File: config.mk
export PLATFORM = sky130hd
export DESIGN_NAME = pipe_stage_buffer
export DESIGN_NICKNAME = d
export VERILOG_FILES = /design/src/rtl/mips_pipe_pkg.sv /design/src/rtl/pipe_skid_slot.sv /design/src/rtl/pipe_stage_buffer.sv
export SDC_FILE = /design/constraint.sdc
export NUM_CORES = 1
export LEC_CHECK = 0
export CORE_MARGIN = 4
export CORE_UTILIZATION = 35
export DETAILED_ROUTE_END_ITERATION = 8
export GPL_ROUTABILITY_DRIVEN = 0
export SLEW_MARGIN = 30
export SYNTH_ARGS = -nofsm -noshare
export SYNTH_HDL_FRONTEND = slang
export SYNTH_SLANG_ARGS = --single-unit
File: constraint.sdc
create_clock -name clk -period 24.2 [get_ports clk]
set_clock_uncertainty 0.2 [all_clocks]
set_input_delay 4.84 -clock clk [delete_from_list [all_inputs] [get_ports clk]]
set_output_delay 4.84 -clock clk [all_outputs]
set_load 0.01 [all_outputs]
File: src/rtl/mips_pipe_pkg.sv
// Shared definitions for the MIPS-32 inter-stage buffers: occupancy states,
// per-boundary widths and control-vector bit positions.
package mips_pipe_pkg;

  // Occupancy of a stage buffer; single-register mode only uses StEmpty/StMain.
  typedef enum logic [1:0] {
    StEmpty = 2'd0,
    StMain  = 2'd1,
    StSkid  = 2'd2
  } buf_state_e;

  // Per-boundary widths
  localparam int unsigned IfIdCtrlW  = 8;
  localparam int unsigned IfIdDataW  = 64;
  localparam int unsigned IdExCtrlW  = 8;
  localparam int unsigned IdExDataW  = 128;
  localparam int unsigned ExMemCtrlW = 8;
  localparam int unsigned ExMemDataW = 80;
  localparam int unsigned MemWbCtrlW = 8;
  localparam int unsigned MemWbDataW = 72;

  // Control-vector bit positions
  localparam int unsigned CtrlRegWriteBit = 0;
  localparam int unsigned CtrlMemToRegBit = 1;
  localparam int unsigned CtrlMemReadBit  = 2;
  localparam int unsigned CtrlMemWriteBit = 3;
  localparam int unsigned CtrlBranchBit   = 4;
  localparam int unsigned CtrlAluSrcBit   = 5;
  localparam int unsigned CtrlAluOpLsb    = 6;
  localparam int unsigned CtrlAluOpW      = 2;

  // Skid-mode ready depends only on occupancy: full only when both slots hold data.
  function automatic logic skid_ready(buf_state_e st);
    return (st != StSkid);
  endfunction

endpackage

File: src/rtl/pipe_skid_slot.sv
// One enabled {ctrl, data} holding register with asynchronous reset.
module pipe_skid_slot #(
  parameter int unsigned CTRL_W = 8,
  parameter int unsigned DATA_W = 128
) (
  input  logic              clk,
  input  logic              rst,
  input  logic              en_i,
  input  logic [CTRL_W-1:0] ctrl_i,
  input  logic [DATA_W-1:0] data_i,
  output logic [CTRL_W-1:0] ctrl_o,
  output logic [DATA_W-1:0] data_o
);

  logic [CTRL_W-1:0] ctrl_d, ctrl_q;
  logic [DATA_W-1:0] data_d, data_q;

  // Load on enable, otherwise hold.
  always_comb begin
    ctrl_d = ctrl_q;
    data_d = data_q;
    if (en_i) begin
      ctrl_d = ctrl_i;
      data_d = data_i;
    end
  end

  // Slot storage, cleared by reset.
  always_ff @(posedge clk or posedge rst) begin
    if (rst) begin
      ctrl_q <= '0;
      data_q <= '0;
    end else begin
      ctrl_q <= ctrl_d;
      data_q <= data_d;
    end
  end

  assign ctrl_o = ctrl_q;
  assign data_o = data_q;

endmodule

File: src/rtl/pipe_stage_buffer.sv
// Inter-stage pipeline buffer with valid/ready handshake, stall back-pressure,
// flush-to-bubble and an optional two-entry skid mode.
module pipe_stage_buffer
  import mips_pipe_pkg::*;
#(
  parameter int unsigned CTRL_W  = 8,
  parameter int unsigned DATA_W  = 128,
  parameter bit          SKID_EN = 1'b1
) (
  input  logic              clk,
  input  logic              rst,
  input  logic              in_valid,
  output logic              in_ready,
  input  logic [CTRL_W-1:0] in_ctrl,
  input  logic [DATA_W-1:0] in_data,
  input  logic              flush,
  output logic              out_valid,
  input  logic              out_ready,
  output logic [CTRL_W-1:0] out_ctrl,
  output logic [DATA_W-1:0] out_data
);

  buf_state_e        state_d, state_q;
  logic              in_ready_d, in_ready_q;
  logic              accept, consume;
  logic              main_en, skid_en, main_from_skid;
  logic [CTRL_W-1:0] main_ctrl_in, main_ctrl_q, skid_ctrl_q;
  logic [DATA_W-1:0] main_data_in, main_data_q, skid_data_q;

  assign out_valid = (state_q != StEmpty);
  // Skid mode: registered ready, no out_ready->in_ready path.
  // Single mode: ready whenever the register is free or being drained.
  assign in_ready  = SKID_EN ? in_ready_q : (!out_valid || out_ready);
  assign accept    = in_valid && in_ready;
  assign consume   = out_valid && out_ready;

  // Next occupancy and slot load enables; flush overrides everything.
  always_comb begin
    state_d        = state_q;
    main_en        = 1'b0;
    skid_en        = 1'b0;
    main_from_skid = 1'b0;
    if (flush) begin
      state_d = StEmpty;
    end else begin
      unique case (state_q)
        StEmpty: begin
          if (accept) begin
            state_d = StMain;
            main_en = 1'b1;
          end
        end
        StMain: begin
          // In single mode accept implies consume here, so the skid path is unreachable.
          if (accept && consume) begin
            main_en = 1'b1;
          end else if (accept) begin
            state_d = StSkid;
            skid_en = 1'b1;
          end else if (consume) begin
            state_d = StEmpty;
          end
        end
        StSkid: begin
          if (consume) begin
            state_d        = StMain;
            main_en        = 1'b1;
            main_from_skid = 1'b1;
          end
        end
        default: state_d = StEmpty;
      endcase
    end
    in_ready_d = skid_ready(state_d);
  end

  // Occupancy state and registered ready.
  always_ff @(posedge clk or posedge rst) begin
    if (rst) begin
      state_q    <= StEmpty;
      in_ready_q <= 1'b1;
    end else begin
      state_q    <= state_d;
      in_ready_q <= in_ready_d;
    end
  end

  // Main slot refills from skid when draining a two-deep buffer, else from upstream.
  always_comb begin
    main_ctrl_in = in_ctrl;
    main_data_in = in_data;
    if (main_from_skid) begin
      main_ctrl_in = skid_ctrl_q;
      main_data_in = skid_data_q;
    end
  end

  pipe_skid_slot #(
    .CTRL_W (CTRL_W),
    .DATA_W (DATA_W)
  ) u_main_slot (
    .clk    (clk),
    .rst    (rst),
    .en_i   (main_en),
    .ctrl_i (main_ctrl_in),
    .data_i (main_data_in),
    .ctrl_o (main_ctrl_q),
    .data_o (main_data_q)
  );

  pipe_skid_slot #(
    .CTRL_W (CTRL_W),
    .DATA_W (DATA_W)
  ) u_skid_slot (
    .clk    (clk),
    .rst    (rst),
    .en_i   (skid_en),
    .ctrl_i (in_ctrl),
    .data_i (in_data),
    .ctrl_o (skid_ctrl_q),
    .data_o (skid_data_q)
  );

  // Bubbles never carry live control bits downstream.
  assign out_ctrl = out_valid ? main_ctrl_q : '0;
  assign out_data = main_data_q;

endmodule

# == After elaboration in Yosys (flattened, before gate mapping) ==
# Cells that the tools add are included.
# op_classes
n_mux,20
n_eq_ne,3
n_reduce_logical,5
# ops
operator,n
2-to-1 mux 128 bit,1
2-to-1 mux 8 bit,2
2-to-1 mux 2 bit,6
2-to-1 mux 1 bit,9
one-hot mux 2 bit (3 select lines),1
logical AND 1 bit,3
one-hot mux 1 bit (3 select lines),1
equality test 2 x 1 -> 1 bit (second input constant),1
equality test 2 bit (second input constant),1
logical NOT 2 bit,1
!= test 2 bit (second input constant),1
nonzero test 2 bit,1
# word_totals
word_cells,34
out_inout_bits,138
register_bits,275

# == Longest topological paths before layout ==
# Gate-level depths: netlist of run 1.
# depth
word_depth,8
mapped_depth,7

# == Modules after synthesis ==
# A second synthesis of run 1 with hierarchy kept.
# unflattened
cells_unflattened,754
hier_area_um2,12909.9
# modules_own_cells
mod,seq_area_each_um2,n_inst,cells_per_inst,area_each_um2
pipe_skid_slot,3403.3,2,288,5201.2
pipe_stage_buffer,76.3,1,178,2507.4

# == Least setup slack after synthesis of run 1 ==
# Ideal clock, no wire load.
# synth_timing
path_type,input -> register
from,input in_valid
to,"register u_skid_slot.data_q[0], in the netlist u_skid_slot.data_o[0]"
n_path_buf,3
path_slack_ns,17.976
required_ns,23.875
t_arrival_ns,5.900
stages,7
cell_sequence,nand2_1 > nor2_1 > nand3_1 > buf_2 > buf_2 > buf_6 > mux2_2
# synth_between
elab_chain_cells,5
elab_cells_between_ends,6
cone_classes,4 x mux; 2 x reduce/logical
# synth_rtl
element,line,text
from (decl),pipe_stage_buffer.sv:12,"input logic in_valid,"
logical AND 1 bit (*),pipe_stage_buffer.sv:34,assign accept = in_valid && in_ready;
2-to-1 mux 1 bit / logical AND 1 bit (equally long branches),"pipe_stage_buffer.sv:57, pipe_stage_buffer.sv:55",
2-to-1 mux 1 bit (*),pipe_stage_buffer.sv:55,if (accept && consume) begin
2-to-1 mux 1 bit (*),pipe_stage_buffer.sv:46,unique case (state_q)
2-to-1 mux 1 bit (*),pipe_stage_buffer.sv:43,if (flush) begin
to (signal assigned),pipe_skid_slot.sv:35,data_q <= data_d;
to (decl),pipe_skid_slot.sv:16,"logic [DATA_W-1:0] data_d, data_q;"
# Every way passes the cells marked *; elsewhere a longest branch is shown, timed or not.
# A chain may end at the register's enable or synchronous reset.

# == Worst setup path in the final report of run 1 ==
# layout_timing
from,input out_ready
to,"register u_main_slot.data_q[83], in the netlist u_main_slot.data_o[83]"
# layout_between
elab_chain_cells,5
elab_cells_between_ends,9
cone_classes,7 x mux; 2 x reduce/logical
# layout_rtl
element,line,text
from (decl),pipe_stage_buffer.sv:18,"input logic out_ready,"
logical AND 1 bit (*),pipe_stage_buffer.sv:35,assign consume = out_valid && out_ready;
logical AND 1 bit / 2-to-1 mux 1 bit (equally long branches),"pipe_stage_buffer.sv:55, pipe_stage_buffer.sv:65",
"2-to-1 mux 1 bit, on equally long branches","pipe_stage_buffer.sv:55, pipe_stage_buffer.sv:46",
one-hot mux 1 bit (3 select lines) / 2-to-1 mux 1 bit (equally long branches),"pipe_stage_buffer.sv:46, pipe_stage_buffer.sv:43",
2-to-1 mux 1 bit / 2-to-1 mux 128 bit (equally long branches),"pipe_stage_buffer.sv:43, pipe_stage_buffer.sv:92",
to (signal assigned),pipe_skid_slot.sv:35,
to (decl),pipe_skid_slot.sv:16,
# Marked as above.

==> results.yml, run 1 <==
logic_synthesis:
  ys_types: 27
  yosysWarnings: 0
  synth_compound_area_share_pct: 6.21
  synth_mux_area_share_pct: 25.1
  syn_avg_cell_area_um2: 12.7
  synth_cells: 907
  yosys.area_share.adder_pct: 0
  synth-seq-cells: 275
  synth-simple-area-share_pct: 5.57
  synth_edf_count: 0
  synthesis.area_um2: 11500
  synth_top_family_by_area: "multiplexers"
  synthesis.nets: 1048
  yosysSeqAreaShare_pct: 59.6
  synth_flop_cell: "dfrtp_1"
  synthXorXnorAreaFrac_pct: 0
  synthArstFlopShare_pct: 100
clocking:
  clk_path_buf_depth: 3
  cts_inserted_buffers: 30
  hold_buffers: 0
  clk_pin_slew_ps: 60
  h-tree-depth: 1
  clock_sink_count: 275
  cts_tree: "done"
  clock_latency_ps: 540
  cts_resized: 0
  cts-root-buf: "clkbuf_16"
  post-cts-setup-buffer-count: 0
worst_setup_path:
  endpoint_kind: "register"
  cp_max_fo: 94
  worstSetupPathType: "primary input to register"
  start_kind: "primary input"
  arrival_ps: 8220
  required_ps: 24450
timing:
  holdWs_ps: 303
  rsz0062_at_grt: "no"
  maxSlewHeadroom_pct: 36.6
  tns_ps: 0
  slew_violations: 0
  setup_viol: 0
  hold_viol: 0
  clock.fmax_mhz: 126
  post-route-period-util_pct: 32.9
  period_minus_slack_ps: 7970
  worstMarginPinSlew_ps: 951
die:
  die_w_um: 190
  die_h_um: 190
  die_area_um2: 35900
  fp.coreArea_um2: 32500
  start_util_pct: 35.5
  placementRows: 66
  pin_count: 279
routing:
  ant_nets: 0
  wl_um: 27500
  drt_iter0_drc: 326
  wire_per_inst_um: 16.8
  first_pass_iters: 4
  via_per_inst: 4.71
  drcViolationCount: 0
  num_vias: 7681
grt:
  grt_overflow_total: 0
  grt_usage_pct: 14.8
  grt_pass1_vias: 7746
  grt_pass1_wl_um: 43800
  antenna_found_initial: 1
  grt_max_degree: 131
pwr:
  power_mw: 1.39
  leakagePower_nw: 6.24
  power_density_nw_per_um2: 88.5
  peakVddDrop_mv: 0.0541
finish:
  area_growth_pct: 35.7
  final_nets: 1307
  layout-drive-gt1-share_pct: 16.6
  fillCellCount: 3010
  final_common_cell: "clkdlybuf4s50_1"
  layout_common_cells: "clkdlybuf4s50_1 (278), dfrtp_1 (274), nor2_1 (140)"
status:
  status: "completed"
place:
  portBuffers: 278
  dp_hpwl_um: 17500
flow_run:
  cap_violations: 0
hold_path:
  min_path_type: "register to register"
[sequential cells by signal, summed over array words and instances (netlist names)]
signal,count
u_skid_slot.data_o,128
in_ready,1
state_q,2
u_main_slot.ctrl_o,8
u_skid_slot.ctrl_o,8
u_main_slot.data_o,128
[layout make-up]
cell class / count / area, µm² / share of cell area, %
tap: 442 / 553 / 3.53
clock inverter: 7 / 85.1 / 0.544
clock buffer: 48 / 930 / 5.94
inverter: 2 / 20.0 / 0.128
sequential: 275 / 6880 / 44.0
timing repair buffer: 287 / 2890 / 18.5
multi-input combinational: 570 / 4290 / 27.4
antenna: 1 / 2.50 / 0.0160
[path summary, 6_finish.rpt]
kind                                          from                       to  slack (ps)  cells after the start
setup / recovery                         out_ready   u_main_slot.data_o[83]       16230                      7
hold / removal             u_skid_slot.data_o[124]  u_skid_slot.data_o[124]         300                      1
setup reg to reg                        state_q[0]   u_main_slot.data_o[83]       20580                      6
hold reg to reg            u_skid_slot.data_o[124]  u_skid_slot.data_o[124]         300                      1
max in group asynchronous                      rst  u_main_slot.data_o[109]       17970                      3
min in group asynchronous                      rst   u_main_slot.data_o[64]        4630                      2
[cell families after synthesis]
| logic type | count (synthesis) |
|---|---|
| buffers and inverters | 62 |
| muxes | 272 |
| AOI/OAI and AO/OA | 141 |
| DFF | 275 |
| and+or+nand+nor | 157 |
[per-stage QoR]
step / cells / util, % / cell area (µm²) / worst slack [ps]
global route: 1631 / 48.1 / 15700 / 15950
finish: 1632 / 48.1 / 15700 / 16230
floorplan: 907 / - / 11500 / 11580
detailed placement: 1576 / 45.0 / 14600 / 15700
global placement: 1575 / 44.9 / 14600 / 15830
CTS: 1631 / 48.1 / 15600 / 16280
[Yosys cell counts, types with 2 or more instances]
cell      count  area, µm²
mux2_2      136       1530
nor2b_1       8       50.1
clkbuf_1     15       56.3
dfrtp_1     274       6860
buf_6         4       45.0
buf_12        4       80.1
buf_4        10       75.1
mux2i_1     136       1360
nand2_1       2       7.51
inv_1         2       7.51
nor2_1      140        526
a21oi_1     136        681
buf_2        22        110
a31oi_1       2       12.5
buf_1         4       15.0
[worst max-delay path, stage by stage]
cell,delay [ps]
clkdlybuf4s50_1,570
nand4b_1,210
a31oi_4,750
buf_4,830
buf_4,660
nor2_1,80
a21oi_1,150
[per-layer routing]
layer / track usage [%] / vias up / share of wire, %
met3: 4.22 / 35 / 7.2
met5: 0 / - / 0.044
met4: 3.06 / 2 / 1.7
met1: 21.1 / 3746 / 46
met2: 23.0 / 208 / 45
li1: - / 3690 / -
[where the power goes]
part	internal (mW)	total, mW	switching (mW)
logic	0.175	0.290	0.116
clock network	0.282	0.460	0.178
registers	0.575	0.634	0.0597
Power figures use the tool's default switching activity.
==> inputs of run 2 (changes only) <==
==> constraint.sdc (replaced) <==
create_clock -name clk -period 7.9 [get_ports clk]
set_clock_uncertainty 0.2 [all_clocks]
set_input_delay 1.58 -clock clk [delete_from_list [all_inputs] [get_ports clk]]
set_output_delay 1.58 -clock clk [all_outputs]
set_load 0.01 [all_outputs]
==> run 2 against run 1 <==
  * Clock-buffer cell count rose by 4
  * Non-clock buffer count is 2 higher
  * Sequential power grew to 3.1 times the previous value
  * Global-route usage barely moved
  * Worst setup slack got worse by 12000 ps
  * Sequential cell count unchanged
  * Via count is essentially flat
  * Critical path depth fell by 4
  * Sequential share of layout area shrank 0.12 points
  * Highest routed layer unchanged
==> results.yml, run 2 (same netlist as run 1, synthesis figures left out) <==
clocking:
  clock_sink_count: 275
  cts_resized: 0
  clock_latency_ps: 550
  clk_path_buf_depth: 3
  cts_inserted_buffers: 30
  h-tree-depth: 1
  clk_pin_slew_ps: 60
  cts-root-buf: "clkbuf_16"
  post-cts-setup-buffer-count: 0
  hold_buffers: 0
  cts_tree: "done"
die:
  start_util_pct: 35.5
  die_area_um2: 35900
  fp.coreArea_um2: 32500
  placementRows: 66
  die_h_um: 190
  pin_count: 279
  die_w_um: 190
routing:
  wl_um: 27300
  ant_nets: 0
  drt_iter0_drc: 321
  first_pass_iters: 6
  drcViolationCount: 0
  via_per_inst: 4.70
  num_vias: 7687
  wire_per_inst_um: 16.7
worst_setup_path:
  arrival_ps: 2330
  cp_max_fo: 9
  rrSetupSlack_ps: 5240
  endpoint_kind: "output pin"
  required_ps: 6120
  start_kind: "register"
  worstSetupPathType: "register to output pin"
timing:
  worstMarginPinSlew_ps: 916
  hold_viol: 0
  maxSlewHeadroom_pct: 39.0
  tns_ps: 0
  slew_violations: 0
  clock.fmax_mhz: 243
  period_minus_slack_ps: 4110
  setup_viol: 0
  rsz0062_at_grt: "no"
  post-route-period-util_pct: 52.0
finish:
  layout.cells.non_filler: 1635
  layout_common_cells: "clkdlybuf4s50_1 (278), dfrtp_1 (274), nor2_1 (140)"
  final_common_cell: "clkdlybuf4s50_1"
  final_nets: 1309
  area_growth_pct: 36.0
  layout-drive-gt1-share_pct: 16.7
  finish.utilization_pct: 48.2
pwr:
  leakagePower_nw: 6.26
  peakVddDrop_mv: 0.166
  power_density_nw_per_um2: 269
flow_run:
  cap_violations: 0
place:
  dp_hpwl_um: 17500
  dp_cells: 1576
  portBuffers: 278
grt:
  grt_overflow_total: 0
  grt_pass1_vias: 7833
  grt_max_degree: 169
  grt_pass1_wl_um: 44000
  antenna_found_initial: 2
  grt_usage_pct: 14.9
status:
  status: "completed"
hold_path:
  min_path_type: "register to register"
[run 2: changes by cell type in the layout (fill, tap and decap cells not counted), sizes merged]
cell      delta
clkbuf       +4
clkinv       -3
buf          +2
bufinv       -2
clkinvlp     +1
inv          +1
[run 2: critical path, stage by stage (launching register included)]
cell and delay (ps):
dfrtp_1 470, nor2_1 640, nor2b_1 150, clkdlybuf4s50_1 530
[run 2: cell type report]
class	count	area, µm²
antenna	1	2.50
clock buffer	52	975
clock inverter	4	23.8
fill	3000	16800
inverter	2	11.3
multi-input combinational	570	4290
sequential	275	6880
tap	442	553
timing repair buffer	289	2960
[run 2: metal layers]
layer,wire (µm),track usage [%],share of wire (%)
met1,12500,20.9,46
met2,12200,23.0,45
met3,1900,3.93,7.0
met4,687,3.90,2.5
met5,13,0,0.048
[run 2: final timing paths]
| path | cells past startpoint | to | startpoint |
|---|---|---|---|
| setup / recovery | 3 | out_ctrl[4] | state_q[0] |
| setup reg to reg | 6 | u_main_slot.data_o[118] | state_q[0] |
| hold reg to reg | 1 | u_skid_slot.data_o[58] | u_skid_slot.data_o[58] |
| hold / removal | 1 | u_skid_slot.data_o[58] | u_skid_slot.data_o[58] |
| min in group asynchronous | 2 | u_skid_slot.data_o[25] | rst |
| max in group asynchronous | 5 | u_main_slot.data_o[116] | rst |
[run 2: stage by stage]
| stage | hold slack [ps] | total power [mW] | setup slack, ps | area [µm²] |
|---|---|---|---|---|
| finish | 303 | 4.22 | 3790 | 15700 |
| global route | 313 | 4.46 | 3570 | 15700 |
| CTS | 307 | 4.28 | 3680 | 15600 |
| detailed placement | 293 | 2.87 | 3580 | 14600 |
| global placement | 286 | 2.84 | 3630 | 14600 |
| floorplan | 279 | 2.39 | 2480 | 11500 |
[run 2: power breakdown]
part	total, mW	internal (mW)	switching, mW
Clock	1.38	0.829	0.551
Sequential	1.94	1.76	0.184
Combinational	0.890	0.539	0.351
==> inputs of run 3 (changes only) <==
==> constraint.sdc (replaced) <==
create_clock -name clk -period 4.1 [get_ports clk]
set_clock_uncertainty 0.2 [all_clocks]
set_input_delay 0.82 -clock clk [delete_from_list [all_inputs] [get_ports clk]]
set_output_delay 0.82 -clock clk [all_outputs]
set_load 0.01 [all_outputs]
==> run 3 against run 2 <==
  * Non-clock buffer count up 12
  * Largest power group unchanged
  * Combinational power rose by 96%
  * Sequential share of layout area decreased by 0.16 points
  * Critical path depth did not move
  * Largest cell class unchanged
  * Sequential cell count stayed put
  * Routed wire length increased by 0.83%
==> results.yml, run 3 (same netlist as run 1, synthesis figures left out) <==
grt:
  grt_pass1_wl_um: 44600
  grt_pass1_vias: 8033
  grt_overflow_total: 0
  grt_usage_pct: 15.0
  antenna_found_initial: 2
  grt_max_degree: 105
timing:
  worstMarginPinSlew_ps: 810
  rsz0062_at_grt: "no"
  period_minus_slack_ps: 3370
  clock.fmax_mhz: 297
  post-route-period-util_pct: 82.2
  tns_ps: 0
  setup_ws_ps: 730
  maxSlewHeadroom_pct: 45.8
  hold_viol: 0
  setup_viol: 0
  slew_violations: 0
  holdWs_ps: 301
hold_path:
  min_path_type: "register to register"
  min_from: "u_skid_slot.data_o[33]"
  hold_path_end: "u_skid_slot.data_o[33]"
  hold_path_depth: 1
die:
  die_w_um: 190
  placementRows: 66
  die_h_um: 190
  pin_count: 279
  die_area_um2: 35900
  start_util_pct: 35.5
  fp.coreArea_um2: 32500
worst_setup_path:
  r2r_cells: 5
  r2r_start: "state_q[0]"
  endpoint_kind: "output pin"
  rrSetupSlack_ps: 1850
  required_ps: 3080
  start_kind: "register"
  arrival_ps: 2350
  worstSetupPathType: "register to output pin"
  cp_max_fo: 9
  r2r_end: "u_main_slot.data_o[82]"
pwr:
  power_density_nw_per_um2: 507
  peakVddDrop_mv: 0.393
  leakagePower_nw: 6.29
routing:
  via_per_inst: 4.69
  num_vias: 7698
  drt_iter0_drc: 335
  wl_um: 27500
  ant_nets: 0
  wire_per_inst_um: 16.7
  first_pass_iters: 4
  drcViolationCount: 0
clocking:
  clk_path_buf_depth: 3
  clock_sink_count: 275
  post-cts-setup-buffer-count: 0
  clk_pin_slew_ps: 60
  cts-root-buf: "clkbuf_16"
  h-tree-depth: 1
  cts_inserted_buffers: 30
  cts_tree: "done"
  cts_resized: 0
  clock_latency_ps: 540
  hold_buffers: 0
place:
  place_ws_ps: 1010
  portBuffers: 278
  dp_hpwl_um: 18300
finish:
  layout_common_cells: "clkdlybuf4s50_1 (278), dfrtp_1 (274), nor2_1 (140)"
  final_nets: 1321
  layout-drive-gt1-share_pct: 17.2
  area_growth_pct: 36.5
  final_common_cell: "clkdlybuf4s50_1"
status:
  status: "completed"
flow_run:
  cap_violations: 0
## run 3: cell count changes in the layout (fill, tap and decap cells not counted)
cell / change
buf_4: +8
buf_6: -2
buf_12: +8
clkinv_2: +2
inv_6: -1
clkbuf_8: -6
buf_16: -2
clkbuf_1: -1
## run 3: layout make-up
| type | count | area, µm² |
|---|---|---|
| diodes | 1 | 2.50 |
| clock buffers | 45 | 888 |
| clock inverters | 5 | 25.0 |
| fillers | 3027 | 16800 |
| inverters | 2 | 11.3 |
| multi-input cells | 570 | 4290 |
| flip-flops and latches | 275 | 6880 |
| well taps | 442 | 553 |
| repair buffers | 301 | 3110 |
## run 3: routing by layer
metal,vias up,part of all wire [%],track usage [%]
met1,3741,46,21.0
met2,203,45,23.4
li1,3707,-,-
met4,4,2.0,3.48
met5,-,0.084,0
met3,43,6.6,4.11
## run 3: worst max path at each step
stage,startpoint,slack [ps],endpoint,cells after the start
3_5_place_dp,out_ready,1010,u_main_slot.data_o[7],6
5_1_grt,state_q[0],590,out_ctrl[4],3
3_3_place_gp,out_ready,1030,u_main_slot.data_o[92],6
4_1_cts,state_q[0],700,out_ctrl[4],3
6_report,state_q[0],730,out_ctrl[4],3
2_1_floorplan,rst,-560,state_q[0],1
## run 3: worst max-delay path, stage by stage (launching register included)
cell and delay (ps):
dfrtp_1 470, nor2_1 670, nor2b_1 150, clkdlybuf4s50_1 520
## run 3: where the power goes
part,leakage [nW],total (mW),switching [mW],internal [mW]
registers,3.20,3.74,0.351,3.39
clock network,0.454,2.51,1.04,1.47
logic,2.64,1.74,0.683,1.05
total,6.29,7.99,2.07,5.92
## run 3: per-stage QoR
stage	cell area [µm²]	total power, mW	utilization, %	std cells
finish	15800	7.99	48.4	1641
global route	15800	8.45	48.4	1640
CTS	15800	8.13	48.4	1640
detailed placement	14800	5.55	45.6	1590
global placement	14800	5.50	45.5	1589
floorplan	11500	4.60	-	907
